$ cat src/rtl/imm_ext_arbiter.sv
// imm_ext_arbiter
// Two-requester round-robin arbiter in front of a shared immediate
// sign/zero extension unit. The winner's M-bit value is extended to N bits
// and held in a one-entry output register with valid/ready backpressure.
module imm_ext_arbiter #(
    parameter int N = 32,
    parameter int M = 16
) (
    input  logic         clk,
    input  logic         rst,
    input  logic         req0_valid,
    output logic         req0_ready,
    input  logic [M-1:0] req0_data,
    input  logic         req0_zext,
    input  logic         req1_valid,
    output logic         req1_ready,
    input  logic [M-1:0] req1_data,
    input  logic         req1_zext,
    output logic         out_valid,
    input  logic         out_ready,
    output logic [N-1:0] out_data,
    output logic         out_src
);

    // Output register occupancy: EMPTY means out_data/out_src are stale.
    typedef enum logic {
        EMPTY = 1'b0,
        FULL  = 1'b1
    } state_t;

    state_t         r_state;
    state_t         w_state_next;
    logic [N-1:0]   r_out_data;
    logic           r_out_src;
    logic           r_last;

    logic           w_accept;
    logic           w_grant;
    logic           w_hs;
    logic [M-1:0]   w_sel_data;
    logic           w_sel_zext;
    logic           w_fill;
    logic [N-1:0]   w_ext;

    // The output slot can take a new result when empty or draining this cycle.
    assign w_accept = (r_state == EMPTY) || out_ready;

    // Round-robin grant: a lone requester wins; on contention the one not
    // served last wins. Since r_last only moves on a handshake, a stalled
    // pending pair keeps the same grant for the whole stall.
    always_comb begin
        w_grant = 1'b0;
        if (req0_valid && req1_valid) begin
            w_grant = ~r_last;
        end else if (req1_valid) begin
            w_grant = 1'b1;
        end
    end

    // Readies are forced low while reset is asserted so no handshake is
    // reported in a reset cycle.
    assign req0_ready = !rst && w_accept && !w_grant && req0_valid;
    assign req1_ready = !rst && w_accept &&  w_grant && req1_valid;
    assign w_hs       = req0_ready || req1_ready;

    // Extension of the granted value: fill bit is the MSB for sign-extend.
    assign w_sel_data = w_grant ? req1_data : req0_data;
    assign w_sel_zext = w_grant ? req1_zext : req0_zext;
    assign w_fill     = ~w_sel_zext & w_sel_data[M-1];
    assign w_ext      = {{(N-M){w_fill}}, w_sel_data};

    // Next occupancy: a handshake always fills (including pass-through while
    // draining); otherwise a consumed result empties the slot.
    always_comb begin
        w_state_next = r_state;
        if (w_hs) begin
            w_state_next = FULL;
        end else if (r_state == FULL && out_ready) begin
            w_state_next = EMPTY;
        end
    end

    // State register; a pending result is dropped on reset.
    always_ff @(posedge clk or posedge rst) begin
        if (rst) begin
            r_state <= EMPTY;
        end else begin
            r_state <= w_state_next;
        end
    end

    // Result and arbitration pointer load only on an actual handshake.
    always_ff @(posedge clk or posedge rst) begin
        if (rst) begin
            r_out_data <= '0;
            r_out_src  <= 1'b0;
            r_last     <= 1'b1;
        end else if (w_hs) begin
            r_out_data <= w_ext;
            r_out_src  <= w_grant;
            r_last     <= w_grant;
        end
    end

    assign out_valid = (r_state == FULL);
    assign out_data  = r_out_data;
    assign out_src   = r_out_src;

endmodule

$ cat config.mk
export PLATFORM = sky130hd
export DESIGN_NAME = imm_ext_arbiter
export DESIGN_NICKNAME = d
export VERILOG_FILES = /design/src/rtl/imm_ext_arbiter.sv
export SDC_FILE = /design/constraint.sdc
export NUM_CORES = 1
export LEC_CHECK = 0
export CAP_MARGIN = 20
export CORE_MARGIN = 1.5
export CORE_UTILIZATION = 39
export DETAILED_ROUTE_END_ITERATION = 12
export PLACE_DENSITY = 0.89
export SLEW_MARGIN = 20
export SYNTH_ARGS = -nofsm -noshare
export SYNTH_HDL_FRONTEND = slang
export SYNTH_SLANG_ARGS = --single-unit
$ cat constraint.sdc
create_clock -name clk -period 2.3 [get_ports clk]
set_input_delay 0.46 -clock clk [delete_from_list [all_inputs] [get_ports clk]]
set_output_delay 0.46 -clock clk [all_outputs]
set_load 0.01 [all_outputs]
==> impl_results.md <==
* Die width at between 50 and 60 µm
* Metal1 wirelength at between 1000 and 1500 µm
* Fin. Hold Viols at 0
* Iteration-0 DRC Markers at 8
* CP arrival at about 1.6 ns
* Row count at 19
* Initial Utilization at a little over two fifths
* Global route overflow at 0
* Top Layer Used: met4
* Worst Tran Pin Value at 0.418 ns
* Hold Path Class: flip-flop to flip-flop
* Hold-fix buffers at CTS at 0
* Yosys cell types at 19
* Fmax at between 400 and 500 MHz
* Clk buf depth at 2
* Worst-path clk slew at 0.11 ns
* Number of setup violations in the final report at 0
* Post-CTS sizing at 1
* Vias at roughly 900
* Number of synthesized register bits at 20
* Fill cells at about 220
* Max-cap violations at 0
* Syn Nets at about 130
* Synth Instances at 87
* Worst-path cell chain: clkdlybuf4s50_1 > a21boi_2 > and3_2 > dlygate4sd2_1
* Startpoint Class: input pin
* Critical Path Fanout Max at 3
* CP max-delay cell: clkdlybuf4s50_1
* Final hold slack at around 0.5 ns
* H-tree level count at 1
* Area of the mapped netlist at roughly 1200 µm²
* Slowest Stage Delay on Critical Path at approximately 0.47 ns
* GR Util All Layers at between 10% and 20%
* Post-route ant nets at 0
* Post-CTS Setup Inserts at 0
* Port Buf Inserts at between 70 and 80
* Worst skew pair latency at approximately 0.3 ns
* Slew Viols, Final at 0
* Core area at around 2800 µm²
* Req. time, crit path at approximately 1.8 ns
* Drc violations at 0
* Core Util, Final at around two thirds
* Sequential area share after synthesis at 41.9%
* Classification of the worst setup path: input pin to output pin
* Static Leakage at between 0.0008 and 0.0009 µW
* Antenna Cells at 0
* CTS sink count at 20
* Period Utilization, post-route at approximately nine tenths
* Clock root buffer: clkbuf_4
* Pin count of the biggest net entering global routing at 18
* TritonCTS Buffers at 3
* Die height at roughly 58 µm
* Vias in the first global route at between 900 and 1000
* RSZ-0062 raised after global routing: false
* First-pass GRT wire length at roughly 4400 µm
* Routed wl met2 at approximately 1400 µm
* Synth Warn # at 0
* TritonRoute pass-1 iters at 4
* Power Dens Cells at roughly 660 nW/µm²
* RD Place Congestion at 0.737
* VDD IR max at 517 µV
* Power consumption at 1280 µW
* Status: completed
* Buf/Inv on CP at 2
* Synthesized area per cell at between 10 and 15 µm²
* Critical path endpoint category: output pin
* Top-level I/O count at between 70 and 80
* Fin Clk Skew at slightly above 0.003 ns
* Slew HR at between 70% and 80%
* Cell family with most CP delay: buffers and inverters
* Antenna violations before repair at 0
* Share of cells above drive strength 1 at about a third
* Wire length per cell at 14.5 µm
* Routed WL at 2740 µm
* CTS tree: yes
* Worst R2R Setup Slack at about 0.67 ns
* Fin crit period at 2.06 ns
* Area delta synth->final at 62.2%
* Via/cell ratio at around 4.8
* WL met3 at 206 µm
* Fin nets at roughly 200
* DIE AREA at roughly 3400 µm²
* DP HPWL at 2270 µm
## sequential cells by signal, summed over array words and instances, names as in the netlist
signal / cells
out_src: 1
out_valid: 1
r_last: 1
out_data: 17
## cells in the final DEF (no fill, tap or decap)
cell,count
clkbuf_4,3
a21boi_2,1
mux2_4,14
mux2i_1,1
nor3_4,1
nor2_1,2
nor4b_1,1
nor2b_1,1
o21ai_0,1
buf_4,11
nand3_1,1
clkbuf_8,1
dlygate4sd2_1,1
clkdlybuf4s50_1,72
and3_2,1
dfstp_2,1
nand2b_1,3
dlymetal6s2s_1,1
inv_1,1
a21o_1,2
dfrtp_1,19
mux2_2,19
## worst reg2reg max path: cells and delay by family, from the launching register on
family                 cells  cell delay (ns)
DFF                        1             0.40
buffers and inverters      2             0.32
AOI/OAI and AO/OA          1             0.16
muxes                      2             0.64
## cell usage after synthesis
cell type | number | area, µm²
nor3_4 | 1 | 16.3
mux2i_1 | 1 | 10.0
inv_1 | 1 | 3.75
mux2_2 | 19 | 214
nor2_1 | 2 | 7.51
dfrtp_1 | 19 | 475
o21ai_0 | 1 | 5.00
nor2b_1 | 1 | 6.26
a21boi_2 | 1 | 11.3
buf_12 | 1 | 20.0
nand2b_1 | 3 | 18.8
dfstp_2 | 1 | 26.3
a21o_1 | 2 | 15.0
buf_6 | 2 | 22.5
mux2_4 | 14 | 210
and3_2 | 1 | 7.51
nand3_1 | 1 | 5.00
buf_4 | 15 | 113
nor4b_1 | 1 | 8.76
## final cells by class
class                           count  area [µm²]  share of cell area [%]
Timing Repair Buffer               85         825                    42.5
Multi-Input combinational cell     48         536                    27.6
Sequential cell                    20         502                    25.9
Tap cell                           31        38.8                    2.00
Clock buffer                        4        36.3                    1.87
Inverter                            1        3.75                   0.193
## cells by family after synthesis
logic type	after synthesis	synth area share (%)
compound gates	4	2.61
buf+inv	19	13.3
flops	20	41.9
mux	34	36.3
simple gates	10	5.86
## report_power, final
| group | switching [µW] | total (µW) | internal [µW] | leakage [µW] |
|---|---|---|---|---|
| Clock | 107 | 204 | 96.5 | 0.0000210 |
| Combinational | 194 | 595 | 401 | 0.000595 |
| Sequential | 52.4 | 485 | 432 | 0.000234 |
| Total | 354 | 1280 | 930 | 0.000850 |
## through the flow
step	area [µm²]	instances	setup TNS, ns	setup WS [ns]
after floorplan	1200	87	0	0.515
after global placement	1900	185	-0.0107	-0.0107
after detailed placement	1900	185	-0.0311	-0.0311
after CTS	1940	189	0	0.0211
after global routing	1940	189	0	0.176
final	1940	189	0	0.238
## layer usage
layer,up-vias,GRT usage (%)
met5,-,0
met4,0,2.99
met3,2,5.71
met2,38,30.3
met1,428,20.9
li1,435,-
## final timing paths
| path | from | endpoint | cells after the start |
|---|---|---|---|
| setup / recovery | req1_valid | req1_ready | 4 |
| hold / removal | out_src | out_src | 1 |
| setup reg to reg | r_last | out_data[10] | 5 |
| hold reg to reg | out_src | out_src | 1 |
| max in group asynchronous | rst | r_last | 3 |
| min in group asynchronous | rst | out_valid | 3 |
Power figures use the tool's default switching activity.
